**src/rtl/constants_pkg.sv**
```systemverilog
// Shared register-file constants and types for the writeback path.
package constants_pkg;

    localparam int REGISTER_DATA_BITS = 32;
    localparam int NUM_REGS           = 16;

    typedef logic [3:0] reg_addr_t;

    typedef enum logic {
        REQ_ALU = 1'b0,
        REQ_MEM = 1'b1
    } requester_t;

endpackage

```
**src/rtl/regfile_scoreboard.sv**
```systemverilog
// Pending-write scoreboard: one bit per architectural register, set by issue
// reservations, cleared by completing writes, with two combinational lookups.
module regfile_scoreboard
    import constants_pkg::*;
(
    input  logic      clk,
    input  logic      reset,
    input  logic      set_valid,
    input  reg_addr_t set_addr,
    input  logic      clr_valid,
    input  reg_addr_t clr_addr,
    input  reg_addr_t rd0_addr,
    output logic      rd0_pending,
    input  reg_addr_t rd1_addr,
    output logic      rd1_pending
);

    logic [NUM_REGS-1:0] pending;
    logic [NUM_REGS-1:0] pending_next;

    // Next pending vector: apply the clear first so a same-address set overrides it.
    always_comb begin
        // NOTE: default assignment first keeps every path assigned, so no latch is inferred.
        pending_next = pending;
        if (clr_valid) begin
            pending_next[clr_addr] = 1'b0;
        end
        if (set_valid) begin
            pending_next[set_addr] = 1'b1;
        end
    end

    // Pending register with synchronous clear.
    always_ff @(posedge clk) begin
        // NOTE: this vector is reset (unlike a data RAM) because a stale
        // reservation surviving reset would stall issue indefinitely.
        if (reset) begin
            pending <= '0;
        end else begin
            // NOTE: non-blocking assignment for state so all flops update together at the edge.
            pending <= pending_next;
        end
    end

    // Hazard lookups read only the registered vector; no same-cycle bypass.
    assign rd0_pending = pending[rd0_addr];
    assign rd1_pending = pending[rd1_addr];

endmodule

```
**src/rtl/regfile_write_arbiter.sv**
```systemverilog
// Round-robin arbiter sharing the register file write port between the ALU
// and load unit, with a registered write stage and pending-write scoreboard.
module regfile_write_arbiter
    import constants_pkg::*;
#(
    parameter int DATA_BITS = REGISTER_DATA_BITS
) (
    input  logic                 clk,
    input  logic                 reset,
    input  logic                 alu_valid,
    input  reg_addr_t            alu_addr,
    input  logic [DATA_BITS-1:0] alu_data,
    output logic                 alu_ready,
    input  logic                 mem_valid,
    input  reg_addr_t            mem_addr,
    input  logic [DATA_BITS-1:0] mem_data,
    output logic                 mem_ready,
    input  logic                 reserve_valid,
    input  reg_addr_t            reserve_addr,
    input  reg_addr_t            rd0_addr,
    output logic                 rd0_pending,
    input  reg_addr_t            rd1_addr,
    output logic                 rd1_pending,
    output reg_addr_t            wr_addr,
    output logic                 wr_enable,
    output logic [DATA_BITS-1:0] wr_data
);

    requester_t last_grant;

    // Grant: a lone requester always wins; on a tie the one not granted last wins.
    always_comb begin
        alu_ready = 1'b0;
        mem_ready = 1'b0;
        if (alu_valid && mem_valid) begin
            alu_ready = (last_grant == REQ_MEM);
            mem_ready = (last_grant == REQ_ALU);
        end else begin
            alu_ready = alu_valid;
            mem_ready = mem_valid;
        end
    end

    // Round-robin pointer moves only when a transfer actually happens.
    always_ff @(posedge clk) begin
        if (reset) begin
            last_grant <= REQ_MEM;
        end else if (alu_ready) begin
            last_grant <= REQ_ALU;
        end else if (mem_ready) begin
            last_grant <= REQ_MEM;
        end
    end

    // Registered write stage; address and data hold when no transfer occurs.
    always_ff @(posedge clk) begin
        if (reset) begin
            wr_enable <= 1'b0;
            wr_addr   <= '0;
            wr_data   <= '0;
        end else begin
            wr_enable <= alu_ready || mem_ready;
            if (alu_ready) begin
                wr_addr <= alu_addr;
                wr_data <= alu_data;
            end else if (mem_ready) begin
                wr_addr <= mem_addr;
                wr_data <= mem_data;
            end
        end
    end

    // The write being presented to the register file retires its reservation.
    regfile_scoreboard u_scoreboard (
        .clk         (clk),
        .reset       (reset),
        .set_valid   (reserve_valid),
        .set_addr    (reserve_addr),
        .clr_valid   (wr_enable),
        .clr_addr    (wr_addr),
        .rd0_addr    (rd0_addr),
        .rd0_pending (rd0_pending),
        .rd1_addr    (rd1_addr),
        .rd1_pending (rd1_pending)
    );

endmodule

```
**config.mk**
```make
export PLATFORM = sky130hd
export DESIGN_NAME = regfile_write_arbiter
export DESIGN_NICKNAME = d
export VERILOG_FILES = /design/src/rtl/constants_pkg.sv /design/src/rtl/regfile_scoreboard.sv /design/src/rtl/regfile_write_arbiter.sv
export SDC_FILE = /design/constraint.sdc
export NUM_CORES = 1
export LEC_CHECK = 0
export ABC_AREA = 1
export CORE_MARGIN = 4
export CORE_UTILIZATION = 44
export DETAILED_ROUTE_END_ITERATION = 6
export GPL_TIMING_DRIVEN = 0
export HOLD_SLACK_MARGIN = 0.1
export PLACE_DENSITY = 0.95
export REMOVE_ABC_BUFFERS = 1
export SLEW_MARGIN = 20
export SYNTH_ARGS = -nofsm -noshare
export SYNTH_HDL_FRONTEND = slang
export SYNTH_SLANG_ARGS = --single-unit
```
**constraint.sdc**
```tcl
create_clock -name clk -period 2.6 [get_ports clk]
set_input_delay 0.65 -clock clk [delete_from_list [all_inputs] [get_ports clk]]
set_output_delay 0.65 -clock clk [all_outputs]
set_load 0.02 [all_outputs]
```
==> metrics.md <==
| Metric | Value |
|---|---|
| Status | finished clean |
| Critical path origin | rd1_addr[0] |
| Largest net degree at the start of global routing | 43 |
| Area of the core | 6030 um2 |
| Root Driver | clkbuf_8 |
| Antenna diodes | 0 |
| Final setup violation count | 0 |
| Sequential area share after synthesis | 39.1% |
| Final setup skew | 0.00320 ns |
| Pins Over Slew Limit | 0 |
| FILL cells | 455 |
| Power per Cell Area | 488 nW/um2 |
| Clk_lat worst skew | 0.30 ns |
| DR vias/cell | 5.22 |
| Initial antenna violation count | 0 |
| Slowest stage delay, CP | 0.32 ns |
| Std-Cell Rows | 28 |
| Setup CP Type | in2out |
| Setup WS pre-CTS | -0.687 ns |
| Unique cell type count in the Yosys netlist | 21 |
| Synthesized area | 2770 um2 |
| Die footprint | 7620 um2 |
| Reg area | 1080 um2 |
| GP Congestion | 0.926 |
| Worst Hold Margin | 0.479 ns |
| Critical Path AT | 1.85 ns |
| Grt ovf | 0 |
| Avg WL per Cell | 15.1 um |
| Vias | 3199 |
| Initial core utilization | 45.9% |
| Pleak | 1.77 nW |
| Gr usage total | 23.9% |
| Clock transition at path regs | 0.09 ns |
| Post-Syn Instances | 417 |
| Avg Inst Size Synth | 6.64 um2 |
| First DRT Iteration DRCs | 171 |
| Critical path peak fanout | 9 |
| Crit share post-route | 96.0% |
| Synth Register Bits | 54 |
| Unrepaired setup endpoints after global routing | no |
| Worst setup endpoint | rd1_pending |
| First-pass GRT wire length | 14600 um |
| Critical-path cell with the highest stage delay | dlygate4sd2_1 |
| IO Pins | 130 |
| CP required | 1.95 ns |
| Sink Count | 54 |
| Fmax | 0.401 GHz |
| VDD IR max | 0.404 mV |
| CTS max path bufs | 2 |
| WP depth | 8 |
| Cell family with most CP delay | buffers and inverters |
| Drt total wl | 9230 um |
| WP buf/inv | 3 |
| Port buffer count | 129 |
| CP most frequent cell | nand3_1 |
| Number of global-route vias before repair | 3119 |
| Die Width | 87.3 um |
| Relative slew slack | 49.0% |
| Max-cap violation count | 0 |
| Post-route DRC | 0 |
| TritonCTS clock tree | built |
| Drt first pass iters | 5 |
| Final hold vios | 0 |
| FF-to-FF Start | last_grant |
| Area Overhead vs Synth | 51.2% |
| Fin nets | 626 |
| Worst Reg-to-Reg Cells | 8 |
| Worst min-delay path category | reg2reg |
| Die height | 87.3 um |
| R2R Path End | wr_data[2] |
| CTS Buf Count | 5 |
| CP Launch Type | input port |
| Final setup margin | 0.104 ns |
| Syn. warnings | 0 |
| Minimum clock period after layout | 2.50 ns |
| R2r setup slk | 1.09 ns |
| Footprint of the multi-input gates | 1320 um2 |
| CP cell instances | clkdlybuf4s15_2 > inv_1 > nand2_1 > nand3_1 > nand3_1 > nand3_1 > nand2_1 > dlygate4sd2_1 |
| Worst Tran Pin Value | 0.762 ns |
| Layout cells sized above 1 | 4.83% |
| Hpwl dp | 6960 um |
| Crit. End Element | output pin |
| # H-tree levels | 2 |
| ANT nets after route | 0 |
| Cts hold-fix bufs | 0 |
==> cell usage in the layout, fill, tap and decap left out, types with 5 or more instances in the layout <==
| cell type | Yosys | routed |
|---|---|---|
| inv_1 | 61 | 60 |
| dlygate4sd2_1 | 0 | 6 |
| clkdlybuf4s50_1 | 0 | 118 |
| dfxtp_1 | 54 | 54 |
| nor2_1 | 15 | 15 |
| clkbuf_8 | 0 | 5 |
| a21oi_1 | 16 | 16 |
| nand3_1 | 75 | 75 |
| o21ai_1 | 56 | 56 |
| o21ai_0 | 28 | 28 |
| nand2_1 | 78 | 77 |
==> timing repair <==
item                       CTS  global route
buffers inserted             2             0
setup endpoints to repair   12             9
resized for setup           20             4
pin swaps                    1             0
gates cloned                 2             0
==> power by group <==
part           internal (mW)  switching [mW]
Combinational          0.275           0.288
Clock                  0.284           0.277
Sequential             0.883          0.0354
==> worst min-delay path, cell delays in order, from the launching register on <==
cell and delay (ns):
dfxtp_1 0.32, nand3_1 0.07, o21ai_1 0.05
==> final cells by class <==
class	count	share of cell area, %
Tap cell	75	2.24
Timing Repair Buffer	132	31.7
Clock buffer	5	1.64
Multi-Input combinational cell	279	31.5
Clock inverter	3	0.957
Sequential cell	54	25.8
Inverter	65	6.07
==> how the worst min path moves through the flow <==
stage | from | endpoint | slack (ns) | depth (start not counted)
after global placement | u_scoreboard.pending[1] | u_scoreboard.pending[1] | 0.46 | 2
after detailed placement | wr_data[2] | wr_data[2] | 0.47 | 2
after global routing | wr_data[28] | wr_data[28] | 0.51 | 2
after floorplan | u_scoreboard.pending[0] | u_scoreboard.pending[0] | 0.44 | 2
after CTS | u_scoreboard.pending[5] | u_scoreboard.pending[5] | 0.48 | 2
final | wr_data[28] | wr_data[28] | 0.48 | 2
==> flip-flops by register name (all words and copies together), names as in the netlist <==
| signal | cells |
|---|---|
| last_grant | 1 |
| wr_data | 32 |
| wr_addr | 4 |
| u_scoreboard.pending | 16 |
| wr_enable | 1 |
==> stage by stage <==
step	power, mW	std cells	setup TNS, ns	instance area (um2)	util [%]
floorplan	1.17	396	-0.536	2620	-
detailed placement	1.49	601	-7.68	4040	67.0
global route	2.13	613	0	4190	69.5
global placement	1.47	600	-20.79	4000	66.4
finish	2.04	613	0	4190	69.5
CTS	2.04	613	0	4190	69.5
==> cell usage after synthesis <==
master    instances  area (um2)
dfxtp_1          54        1080
buf_4             2        15.0
nor2_1           15        56.3
a21oi_1          16        80.1
buf_2             8        40.0
clkinv_2          1        5.00
nor3_2            1        10.0
o21ai_2           1        8.76
o21ai_1          56         280
inv_2             2        7.51
inv_6             1        8.76
nor2_2            1        6.26
nand3_1          75         375
o211ai_1          1        7.51
nor3_1            1        5.00
inv_1            61         229
o21ai_0          28         140
buf_6             7        78.8
clkbuf_1          4        15.0
nand2_1          78         293
o22ai_1           4        25.0
==> metal layers <==
metal	global-route usage, %	wire length [um]
met1	24.5	3340
met2	46.1	4910
met3	8.89	882
met4	3.91	91
met5	0	0
==> cells by family (layout without fill, tap and decap cells) <==
| kind of cell | count (synthesis) | count (layout) | synth area share [%] |
|---|---|---|---|
| simple gates | 171 | 173 | 26.9 |
| compound gates | 106 | 106 | 19.6 |
| buf+inv | 86 | 205 | 14.4 |
| flops | 54 | 54 | 39.1 |
Note: power is estimated with default switching activity, not from simulation.
